--- config.mk ---
export PLATFORM = sky130hd
export DESIGN_NAME = rs232_tx_buffered_flat
export DESIGN_NICKNAME = d
export VERILOG_FILES = /design/src/rtl/rs232_tx_buffered_if.sv /design/src/rtl/rs232_tx_buffered.sv /design/src/flat_wrapper.sv
export SDC_FILE = /design/constraint.sdc
export NUM_CORES = 1
export LEC_CHECK = 0
export ABC_AREA = 1
export CELL_PAD_IN_SITES_DETAIL_PLACEMENT = 0
export CELL_PAD_IN_SITES_GLOBAL_PLACEMENT = 1
export CORE_MARGIN = 1.5
export CORE_UTILIZATION = 44
export CTS_CLUSTER_DIAMETER = 200
export DETAILED_ROUTE_END_ITERATION = 12
export DONT_BUFFER_PORTS = 1
export GPL_TIMING_DRIVEN = 0
export PLACE_DENSITY = 0.84
export SYNTH_ARGS = -nofsm -noshare
export SYNTH_HDL_FRONTEND = slang
export SYNTH_SLANG_ARGS = --single-unit
--- constraint.sdc ---
create_clock -name clk_i -period 1.5 [get_ports clk_i]
set_input_delay 0.45 -clock clk_i [delete_from_list [all_inputs] [get_ports clk_i]]
set_output_delay 0.45 -clock clk_i [all_outputs]
set_load 0.02 [all_outputs]
--- src/rtl/rs232_tx_buffered_if.sv ---
// Byte-stream handshake into the buffered RS-232 transmitter.
//   data  : byte to transmit (DATA_BITS wide)
//   valid : source has a byte on data
//   ready : sink holding register is empty; a transfer occurs on valid & ready at a rising edge
// master : byte source, slave : transmitter.
interface rs232_tx_buffered_if #(
  parameter int unsigned DATA_BITS = 8
);
  logic [DATA_BITS-1:0] data;
  logic                 valid;
  logic                 ready;

  modport master (output data, output valid, input ready);
  modport slave  (input data, input valid, output ready);
endinterface

--- src/rtl/rs232_tx_buffered.sv ---
// RS-232 transmitter with a one-entry holding register in front of the shifter, so a frame can
// follow the previous one with no idle gap. Frame: start, data LSB-first, optional parity, stop(s).
// Ports:
//   clk_i  : system clock, rising edge
//   rst_i  : synchronous reset, active high
//   bus    : byte handshake (slave side); ready = holding register empty
//   TXD_o  : serial line, registered, idles high
//   busy_o : high from first start-bit cycle to last stop-bit cycle on the line
//   done_o : one-cycle pulse on the final cycle of the last stop bit
module rs232_tx_buffered #(
  parameter int unsigned CLKS_PER_BIT = 5,
  parameter int unsigned DATA_BITS    = 8,
  parameter int unsigned PARITY_EN    = 0,
  parameter int unsigned PARITY_ODD   = 0,
  parameter int unsigned STOP_BITS    = 1
) (
  input  logic               clk_i,
  input  logic               rst_i,
  rs232_tx_buffered_if.slave bus,
  output logic               TXD_o,
  output logic               busy_o,
  output logic               done_o
);

  localparam int unsigned CntW = $clog2(CLKS_PER_BIT);
  localparam int unsigned BitW = 3;

  typedef enum logic [2:0] {StIdle, StStart, StData, StParity, StStop} state_e;

  state_e                state_q, state_d;
  logic [CntW-1:0]       clk_cnt_q, clk_cnt_d;
  logic [BitW-1:0]       bit_cnt_q, bit_cnt_d;
  logic [DATA_BITS-1:0]  shift_q, shift_d;
  logic                  parity_q, parity_d;
  logic [DATA_BITS-1:0]  hold_q, hold_d;
  logic                  hold_full_q, hold_full_d;
  logic                  txd_q, txd_d;
  logic                  busy_q, busy_d;
  logic                  done_q, done_d;
  logic                  clk_last;
  logic                  load;

  assign bus.ready = ~hold_full_q;
  assign clk_last  = (clk_cnt_q == CntW'(CLKS_PER_BIT - 1));

  // Line outputs are computed from the current state and registered, so the line lags the
  // FSM by one cycle and is glitch-free.
  always_comb begin
    state_d   = state_q;
    clk_cnt_d = clk_last ? '0 : clk_cnt_q + CntW'(1);
    bit_cnt_d = bit_cnt_q;
    shift_d   = shift_q;
    parity_d  = parity_q;
    txd_d     = 1'b1;
    busy_d    = 1'b1;
    done_d    = 1'b0;
    load      = 1'b0;

    unique case (state_q)
      StIdle: begin
        busy_d    = 1'b0;
        clk_cnt_d = '0;
        bit_cnt_d = '0;
        if (hold_full_q) begin
          load    = 1'b1;
          state_d = StStart;
        end
      end
      StStart: begin
        txd_d = 1'b0;
        if (clk_last) state_d = StData;
      end
      StData: begin
        txd_d = shift_q[0];
        if (clk_last) begin
          shift_d = shift_q >> 1;
          if (bit_cnt_q == BitW'(DATA_BITS - 1)) begin
            bit_cnt_d = '0;
            state_d   = (PARITY_EN != 0) ? StParity : StStop;
          end else begin
            bit_cnt_d = bit_cnt_q + BitW'(1);
          end
        end
      end
      StParity: begin
        txd_d = parity_q;
        if (clk_last) state_d = StStop;
      end
      StStop: begin
        if (clk_last) begin
          if (bit_cnt_q == BitW'(STOP_BITS - 1)) begin
            done_d    = 1'b1;
            bit_cnt_d = '0;
            // A waiting byte starts its frame straight after this stop bit.
            if (hold_full_q) begin
              load    = 1'b1;
              state_d = StStart;
            end else begin
              state_d = StIdle;
            end
          end else begin
            bit_cnt_d = bit_cnt_q + BitW'(1);
          end
        end
      end
      default: begin
        busy_d  = 1'b0;
        state_d = StIdle;
      end
    endcase

    if (load) begin
      shift_d  = hold_q;
      parity_d = (^hold_q) ^ (PARITY_ODD != 0);
    end
  end

  // Load and drain of the holding register never coincide: it fills only when empty.
  always_comb begin
    hold_d      = hold_q;
    hold_full_d = hold_full_q;
    if (bus.valid && !hold_full_q) begin
      hold_d      = bus.data;
      hold_full_d = 1'b1;
    end else if (load) begin
      hold_full_d = 1'b0;
    end
  end

  always_ff @(posedge clk_i) begin
    if (rst_i) begin
      state_q     <= StIdle;
      clk_cnt_q   <= '0;
      bit_cnt_q   <= '0;
      shift_q     <= '0;
      parity_q    <= 1'b0;
      hold_q      <= '0;
      hold_full_q <= 1'b0;
      txd_q       <= 1'b1;
      busy_q      <= 1'b0;
      done_q      <= 1'b0;
    end else begin
      state_q     <= state_d;
      clk_cnt_q   <= clk_cnt_d;
      bit_cnt_q   <= bit_cnt_d;
      shift_q     <= shift_d;
      parity_q    <= parity_d;
      hold_q      <= hold_d;
      hold_full_q <= hold_full_d;
      txd_q       <= txd_d;
      busy_q      <= busy_d;
      done_q      <= done_d;
    end
  end

  assign TXD_o  = txd_q;
  assign busy_o = busy_q;
  assign done_o = done_q;

endmodule

--- src/flat_wrapper.sv ---
// flat-port wrapper written by rule: the top's interface ports become plain ports
module rs232_tx_buffered_flat 
#(
  parameter int unsigned CLKS_PER_BIT = 5,
  parameter int unsigned DATA_BITS    = 8,
  parameter int unsigned PARITY_EN    = 0,
  parameter int unsigned PARITY_ODD   = 0,
  parameter int unsigned STOP_BITS    = 1
)
  (clk_i, rst_i, TXD_o, busy_o, done_o, bus_data, bus_valid, bus_ready);
  rs232_tx_buffered_if #(.DATA_BITS(DATA_BITS)) bus_i ();
  input  logic clk_i;
  input  logic rst_i;
  output logic TXD_o;
  output logic busy_o;
  output logic done_o;
  input wire logic [$bits(bus_i.data)-1:0] bus_data;
  input wire logic [$bits(bus_i.valid)-1:0] bus_valid;
  output wire logic [$bits(bus_i.ready)-1:0] bus_ready;
  assign bus_i.data = bus_data;
  assign bus_i.valid = bus_valid;
  assign bus_ready = bus_i.ready;
  rs232_tx_buffered #(.CLKS_PER_BIT(CLKS_PER_BIT), .DATA_BITS(DATA_BITS), .PARITY_EN(PARITY_EN), .PARITY_ODD(PARITY_ODD), .STOP_BITS(STOP_BITS)) u_core (.clk_i(clk_i), .rst_i(rst_i), .bus(bus_i), .TXD_o(TXD_o), .busy_o(busy_o), .done_o(done_o));
endmodule
# ---- Word-level counts from Yosys, hierarchy flattened
# Index checks and enable logic that the tools add are counted.
dict set report totals {
  regBits 30
  input_bits 11
  out_inout_bits 4
}
dict set report op_classes {
  add_sub_neg 2
  eq_ne 13
  n_mux 26
  bitwise_logic 3
  reduce_logical 15
}
# cell n
set op_table {}
lappend op_table {{$mux 3} 11}
lappend op_table {{$mux 8} 3}
lappend op_table {{$pmux 3 s5} 1}
lappend op_table {{$ne 2x1->1 const B} 7}
lappend op_table {{$eq 3x3->1 const B} 3}
lappend op_table {{$pmux 3 s3} 1}
lappend op_table {{$mux 1} 8}
lappend op_table {{$reduce_xor 8->1} 1}
lappend op_table {{$reduce_and 7->1} 1}
lappend op_table {{$add 3x1->3 const B} 2}
lappend op_table {{$eq 3x2->1 const B} 2}
lappend op_table {{$logic_not 3->1} 2}
lappend op_table {{$reduce_bool 2->1} 3}
lappend op_table {{$reduce_or 3->1} 2}
lappend op_table {{$reduce_or 4->1} 1}
lappend op_table {{$eq 3x1->1 const B} 1}
lappend op_table {{$not 1->1} 3}
lappend op_table {{$pmux 1 s3} 1}
lappend op_table {{$reduce_and 3->1} 1}
lappend op_table {{$reduce_bool 3->1} 1}
lappend op_table {{$pmux 1 s2} 1}
lappend op_table {{$reduce_and 2->1} 1}
lappend op_table {{$logic_and 1x1->1} 1}
lappend op_table {{$logic_not 1->1} 1}

# ---- Depth between registers and ports, before layout
# Gate-level depths: netlist (run 1).
dict set report depth {
  ltp_word 6
  ltp_mapped 10
}

# ---- Least setup slack after synthesis (run 1)
# Ideal clock, no wire load.
dict set report synth_path {
  kind {reg-to-reg}
  from {reg u_core.bit_cnt_q[0]}
  to {reg u_core.shift_q[0]}
  setup_ps 117
  arrival_time_ps 1222
  slack_ps 161
  stages_incl_launch_ff 10
  cell_sequence {dfxtp_1 inv_1 ha_1 nand4_1 nand2_1 nand2_4 buf_4 o21ai_0 a21oi_1 nor2_1}
}
dict set report synth_via {
  elab_chain_len 6
  elab_cells_between_ends 8
}
# item line_no
set synth_rtl {}
lappend synth_rtl {{start, declared} rs232_tx_buffered.sv:32} ;# logic [BitW-1:0] bit_cnt_q, bit_cnt_d;
lappend synth_rtl {{start signal, assigned} rs232_tx_buffered.sv:145} ;# bit_cnt_q <= bit_cnt_d;
lappend synth_rtl {{$logic_not 3->1 (*)} rs232_tx_buffered.sv:91} ;# if (bit_cnt_q == BitW'(STOP_BITS - 1)) begin
lappend synth_rtl {{$mux 1 (*)} rs232_tx_buffered.sv:91}
lappend synth_rtl {{$mux 1 (*)} rs232_tx_buffered.sv:90} ;# if (clk_last) begin
lappend synth_rtl {{$pmux 1 s2 (*)} rs232_tx_buffered.sv:59} ;# unique case (state_q)
lappend synth_rtl {{$reduce_bool 2->1 (no line)} -}
lappend synth_rtl {{$reduce_and 2->1 (no line)} -}
lappend synth_rtl {{end signal, assigned} rs232_tx_buffered.sv:146} ;# shift_q <= shift_d;
lappend synth_rtl {{end, declared} rs232_tx_buffered.sv:33} ;# logic [DATA_BITS-1:0] shift_q, shift_d;
# Every way passes the cells marked *; elsewhere a longest branch is shown, timed or not.
# A chain may end at the register's enable or synchronous reset.

# ---- Worst setup path in the final report (run 1)
dict set report layout_path {
  from {reg u_core.hold_full_q}
  to {out bus_ready}
}
dict set report layout_via {
  elab_chain_len 1
}
# item line_no
set layout_rtl {}
lappend layout_rtl {{start, declared} rs232_tx_buffered.sv:36} ;# logic hold_full_q, hold_full_d;
lappend layout_rtl {{start signal, assigned} rs232_tx_buffered.sv:149} ;# hold_full_q <= hold_full_d;
lappend layout_rtl {{$not 1->1} rs232_tx_buffered.sv:43} ;# assign bus.ready = ~hold_full_q;
lappend layout_rtl {{end, declared} flat_wrapper.sv:19} ;# output wire logic [$bits(bus_i.ready)-1:0] bus_ready;
# Every way passes these cells.

==> flow_metrics.env, run 1 <==
export IMPL_num_antenna_cells=0
export IMPL_drt_iter0_drc=59
export IMPL_required_ns=1.05
export IMPL_ctsHoldBuffers=0
export IMPL_cts_max_path_buffers=2
export IMPL_critPathLaunchType="flip-flop"
export IMPL_io_buffers=0
export IMPL_setup_tns_final_ns=0
export IMPL_clock_sinks=30
export IMPL_place_ws_ns=-0.00513
export IMPL_gp_congestion=0.821
export IMPL_hp_class="in2reg"
export IMPL_slowest_delay_ns=0.32
export IMPL_worst_setup_path_end_kind="output pin"
export IMPL_syn2layout_area_growth_pct=8.22
export IMPL_final_area_sq_um=1660
export IMPL_tightestPinTransition_ns=0.545
export IMPL_fillers=365
export IMPL_crit_buf_inv=1
export IMPL_start_util=0.461
export IMPL_syn_avg_cell_area_sq_um=6.83
export IMPL_die_w_microns=62.1
export IMPL_die_area_sq_um=3860
export IMPL_cts_tree="done"
export IMPL_synth_area_top_cells="dfxtp_1 (39%), nand2_1 (11%), nor2_1 (8.8%)"
export IMPL_core_rowCount=21
export IMPL_grt_pass1_vias=1229
export IMPL_core_area_sq_um=3340
export IMPL_clk_pin_slew_worst_paths_ns=0.09
export IMPL_grt_start_max_net_pins=17
export IMPL_netlist_area_sq_um=1540
export IMPL_post_route_period_util=0.912
export IMPL_startpoint="u_core.hold_full_q$_SDFFE_PP0P_"
export IMPL_drc=0
export IMPL_regArea_sq_um=603
export IMPL_crit_path_top_delay_cell="dfxtp_1"
export IMPL_io_pins=15
export IMPL_r2r_end="u_core.parity_q$_SDFFE_PP0P_"
export IMPL_place_inst=271
export IMPL_layout_commonest_cell="nand2_1"
export IMPL_multi_input_area_sq_um=778
export IMPL_synth_top_cell_area_share=0.391
export IMPL_period_minus_slack_ns=1.37
export IMPL_reg2reg_depth=10
export IMPL_crit_cells=1
export IMPL_place_area_sq_um=1600
export IMPL_cts_root_buf="clkbuf_4"
export IMPL_viasPerCell=4.66
export IMPL_finClkSkew_ns=0.00567
export IMPL_postRouteAntennaNets=0
export IMPL_ys_seq_area_frac=0.391
export IMPL_maxCapViolations=0
export IMPL_synth_warning_count=0
export IMPL_finalNonFillerCells=280
export IMPL_vias=1305
export IMPL_slew_headroom=0.637
export IMPL_path_delay_family="flip-flops"
export IMPL_final_cell_mix="nand2_1 (42), nor2_1 (36), inv_1 (34)"
export IMPL_p_per_area_nw_per_um2=1630
export IMPL_clock_latency_ns=0.33
export IMPL_path_max_fanout=4
export IMPL_dr_pass1_iters=4
export IMPL_dp_hpwl_microns=2280
export IMPL_maxSlewViolCount=0
export IMPL_path_cells="inv_1"
export IMPL_fin_ws_ns=0.132
export IMPL_fmax_mhz=731
export IMPL_detail_route_wirelength_microns=3010
export IMPL_hold_violations=0
export IMPL_ys_seq_elements=30
export IMPL_htree_levels=2
export IMPL_track_usage=0.176
export IMPL_cellLeakagePower_nw=0.720
export IMPL_die_h_microns=62.1
export IMPL_r2r_slack_ns=0.14
export IMPL_outcome="complete, no violations"
export IMPL_numCtsBuffers=5
export IMPL_syn_inst=225
export IMPL_antenna_found_initial=0
export IMPL_overflow=0
export IMPL_yosys_area_top_type="dfxtp_1"
export IMPL_ys_types=22
export IMPL_setup_viol_count_final=0
export IMPL_worstSetupPathType="reg2out"
export IMPL_hold_ws_ns=0.176
export IMPL_cp_arrival_ns=0.92
export IMPL_nets=250
export IMPL_critPathCapture="bus_ready"
export IMPL_drive_above_1_share=0.137
export IMPL_routedWlPerCell_microns=10.8
export IMPL_synth_fp_nets=241
export IMPL_reg2reg_from="u_core.clk_cnt_q[0]$_SDFF_PP0_"
export IMPL_grt_pass1_wl_microns=5380
export IMPL_peakVddDrop_mv=0.708
==> how the worst min path moves through the flow <==
| stage | start | endpoint | slack (ns) | cells after the start |
|---|---|---|---|---|
| after floorplan | u_core.clk_cnt_q[0]$_SDFF_PP0_ | u_core.clk_cnt_q[0]$_SDFF_PP0_ | 0.42 | 1 |
| after global routing | rst_i | u_core.hold_full_q$_SDFFE_PP0P_ | 0.17 | 1 |
| final | rst_i | u_core.hold_full_q$_SDFFE_PP0P_ | 0.18 | 1 |
| after detailed placement | u_core.clk_cnt_q[0]$_SDFF_PP0_ | u_core.clk_cnt_q[0]$_SDFF_PP0_ | 0.44 | 1 |
| after global placement | u_core.clk_cnt_q[0]$_SDFF_PP0_ | u_core.clk_cnt_q[0]$_SDFF_PP0_ | 0.43 | 1 |
| after CTS | rst_i | u_core.hold_full_q$_SDFFE_PP0P_ | 0.17 | 1 |
==> through the flow <==
step                total power, mW   util
finish                         2.71  0.499
global route                   2.99  0.499
CTS                            2.70  0.489
detailed placement             2.27  0.478
global placement               2.26  0.478
floorplan                      2.05      -
==> power breakdown <==
group | switching (mW) | internal [mW]
clock network | 0.270 | 0.176
logic | 0.792 | 0.379
registers | 0.143 | 0.952
total | 1.21 | 1.51
==> what timing repair did <==
action	4_1_cts	5_1_grt
resized for setup	0	6
cloned	0	1
buffers inserted	0	2
pin swaps	0	4
endpoints found under the setup margin	2	15
==> cell families after synthesis <==
family / synth area share
compound gates: 0.120
xor+xnor: 0.0171
fa+ha+maj: 0.0407
buf+inv: 0.112
flops: 0.391
simple gates: 0.320
==> cell usage after synthesis <==
| master | instances |
|---|---|
| nor2_1 | 36 |
| buf_6 | 1 |
| nor2_4 | 3 |
| a211oi_1 | 1 |
| nand2_4 | 2 |
| nand2_1 | 45 |
| xor2_1 | 1 |
| o21ai_0 | 13 |
| nand3_1 | 14 |
| nor2_2 | 4 |
| ha_1 | 5 |
| inv_2 | 3 |
| clkbuf_1 | 3 |
| nand4_1 | 3 |
| nand2_2 | 2 |
| inv_1 | 35 |
| a21oi_1 | 17 |
| nor3_1 | 1 |
| xnor2_1 | 2 |
| dfxtp_1 | 30 |
| a21oi_2 | 3 |
| buf_4 | 1 |
==> registers in the layout (all words and copies together) (netlist names) <==
register,count
u_core.TXD_o,1
u_core.bit_cnt_q,3
u_core.busy_o,1
u_core.clk_cnt_q,3
u_core.done_o,1
u_core.hold_full_q,1
u_core.hold_q,8
u_core.parity_q,1
u_core.shift_q,8
u_core.state_q,3
==> area by class of cell <==
class / instances / area share
plain buffers: 4 / 0.0135
flip-flops and latches: 30 / 0.362
repair buffers: 2 / 0.00902
multi-input cells: 153 / 0.468
inverters: 38 / 0.0857
well taps: 46 / 0.0346
clock buffers: 7 / 0.0271
==> worst reg2reg max path, delay by kind of cell (launching register included) <==
| family | cells | cell delay (ns) |
|---|---|---|
| buf+inv | 3 | 0.14 |
| simple gates | 6 | 0.58 |
| fa+ha+maj | 1 | 0.21 |
| flops | 1 | 0.34 |
==> routing by layer <==
metal | vias up | share of wire | wire, microns | track usage
met2 | 15 | 0.42 | 1270 | 0.262
met3 | 5 | 0.036 | 110 | 0.0652
li1 | 714 | - | - | -
met4 | 0 | 0.019 | 57 | 0.0750
met1 | 571 | 0.52 | 1570 | 0.228
met5 | - | 0 | 0 | 0
No activity file was read; power rests on OpenSTA's default activity.
==> run 2, diff against run 1 <==
--- a/config.mk
+++ b/config.mk
@@ -9,12 +9,11 @@
 export CELL_PAD_IN_SITES_DETAIL_PLACEMENT = 0
 export CELL_PAD_IN_SITES_GLOBAL_PLACEMENT = 1
 export CORE_MARGIN = 1.5
-export CORE_UTILIZATION = 44
+export CORE_UTILIZATION = 40
 export CTS_CLUSTER_DIAMETER = 200
 export DETAILED_ROUTE_END_ITERATION = 12
-export DONT_BUFFER_PORTS = 1
-export GPL_TIMING_DRIVEN = 0
-export PLACE_DENSITY = 0.84
+export GPL_TIMING_DRIVEN = 1
+export PLACE_DENSITY = 0.85
 export SYNTH_ARGS = -nofsm -noshare
 export SYNTH_HDL_FRONTEND = slang
 export SYNTH_SLANG_ARGS = --single-unit
==> run 2 against run 1 <==
Against the previous run:
- cell count up 6.1%
- hold slack gained 0.24 ns
- sequential share of layout area is 4.3 points lower
- register-to-register slack lost 0.02 ns
- global-route usage fell by 1.5 points
- worst setup slack got worse by 0.048 ns
- sequential cell count is the same
- sequential power about the same
- utilization rose by 1.4 points
- combinational power rose by 15%
- critical endpoint unchanged
- highest routed layer unchanged
==> flow_metrics.env, run 2 (synthesis gave the netlist of run 1 again) <==
export IMPL_place_inst=287
export IMPL_postLayoutCoreUtil=0.513
export IMPL_overflow=0
export IMPL_rsz0062_at_grt="false"
export IMPL_core_rowCount=22
export IMPL_peakVddDrop_mv=0.568
export IMPL_path_max_fanout=2
export IMPL_cts_max_path_buffers=2
export IMPL_p_per_area_nw_per_um2=1600
export IMPL_multi_input_area_sq_um=779
export IMPL_place_ws_ns=-0.148
export IMPL_wl_met3_microns=77
export IMPL_worst_setup_path_end_kind="output pin"
export IMPL_grt_pass1_wl_microns=5180
export IMPL_grt_start_max_net_pins=17
export IMPL_hold_ws_ns=0.416
export IMPL_post_route_period_util=0.944
export IMPL_setup_tns_final_ns=0
export IMPL_cts_root_buf="clkbuf_8"
export IMPL_wl_met2_microns=1320
export IMPL_required_ns=1.05
export IMPL_hold_violations=0
export IMPL_clock_sinks=30
export IMPL_critPathLaunchType="flip-flop"
export IMPL_layout_commonest_cell="nand2_1"
export IMPL_core_area_sq_um=3690
export IMPL_worstSetupPathType="reg2out"
export IMPL_start_util=0.417
export IMPL_antenna_found_initial=0
export IMPL_syn2layout_area_growth_pct=22.9
export IMPL_nets=265
export IMPL_clk_pin_slew_worst_paths_ns=0.06
export IMPL_fillers=385
export IMPL_setup_viol_count_final=0
export IMPL_vias=1345
export IMPL_cellLeakagePower_nw=0.828
export IMPL_final_cell_mix="nand2_1 (44), nor2_1 (35), inv_1 (33)"
export IMPL_fin_ws_ns=0.0839
export IMPL_outcome="complete, no violations"
export IMPL_htree_levels=2
export IMPL_gp_congestion=0.789
export IMPL_report_power_total_mw=3.03
export IMPL_drc=0
export IMPL_die_w_microns=65
export IMPL_num_antenna_cells=0
export IMPL_dr_pass1_iters=4
export IMPL_period_minus_slack_ns=1.42
export IMPL_dr_max_layer_used="met4"
export IMPL_finalNonFillerCells=297
export IMPL_tightestPinTransition_ns=0.398
export IMPL_hp_class="reg2reg"
export IMPL_maxCapViolations=0
export IMPL_slew_headroom=0.734
export IMPL_numCtsBuffers=5
export IMPL_clock_latency_ns=0.28
export IMPL_drive_above_1_share=0.157
export IMPL_regArea_sq_um=604
export IMPL_finClkSkew_ns=0.00283
export IMPL_reg_largest_list="u_core.hold_q: 8 flops, u_core.shift_q: 8 flops"
export IMPL_die_area_sq_um=4230
export IMPL_io_buffers=14
export IMPL_ctsHoldBuffers=0
export IMPL_postRouteAntennaNets=0
export IMPL_fmax_mhz=706
export IMPL_viasPerCell=4.53
export IMPL_routedWlPerCell_microns=10.4
export IMPL_grt_pass1_vias=1178
export IMPL_io_pins=15
export IMPL_detail_route_wirelength_microns=3070
export IMPL_cts_tree="done"
export IMPL_final_area_sq_um=1890
export IMPL_maxSlewViolCount=0
export IMPL_die_h_microns=65
export IMPL_drt_iter0_drc=100
export IMPL_track_usage=0.160
export IMPL_cp_arrival_ns=0.97
export IMPL_place_area_sq_um=1750
export IMPL_wl_met1_microns=1640
export IMPL_dp_hpwl_microns=2230
[run 2: cell types whose count changed in the layout (fill, tap and decap cells not counted), moves of 4 or more]
cell	before	now
dlygate4sd2_1	0	4
clkdlybuf4s50_1	0	10
clkbuf_4	5	0
clkbuf_8	0	5
buf_4	2	6
[run 2: worst max-delay path: stages (launching register included)]
cell	delay, ns
dfxtp_1	0.31
inv_1	0.06
dlygate4sd2_1	0.32
[run 2: worst paths after layout]
check	startpoint	to	slack [ns]	cells past startpoint
worst max-delay path	u_core.hold_full_q$_SDFFE_PP0P_	bus_ready	0.08	2
worst max register to register	u_core.clk_cnt_q[1]$_SDFF_PP0_	u_core.shift_q[6]$_SDFFE_PP0P_	0.12	9
worst min register to register	u_core.clk_cnt_q[0]$_SDFF_PP0_	u_core.clk_cnt_q[0]$_SDFF_PP0_	0.42	1
worst min-delay path	u_core.clk_cnt_q[0]$_SDFF_PP0_	u_core.clk_cnt_q[0]$_SDFF_PP0_	0.42	1
[run 2: cell type report]
type	count	area share
Clock buffer	7	0.0404
Inverter	38	0.0768
Multi-Input combinational cell	152	0.412
Sequential cell	30	0.320
Tap cell	48	0.0318
Timing Repair Buffer	22	0.119
[run 2: power breakdown]
group / leakage (nW) / internal [mW] / switching [mW] / total [mW]
combinational: 0.542 / 0.516 / 0.838 / 1.35
clock: 0.0383 / 0.319 / 0.280 / 0.599
sequential: 0.247 / 0.953 / 0.120 / 1.07
total: 0.828 / 1.79 / 1.24 / 3.03
[run 2: metal layers]
layer  vias up  track usage
met5         -            0
met4         0       0.0638
met3         4       0.0365
met2        17        0.241
met1       581        0.221
li1        743            -
[run 2: timing repair]
| action | 4_1_cts | 5_1_grt |
|---|---|---|
| pin swaps | 0 | 5 |
| cloned | 0 | 1 |
| endpoints found under the setup margin | 4 | 15 |
| buffers inserted | 0 | 2 |
| resized for setup | 4 | 12 |
| endpoints found under the hold margin | 0 | 0 |
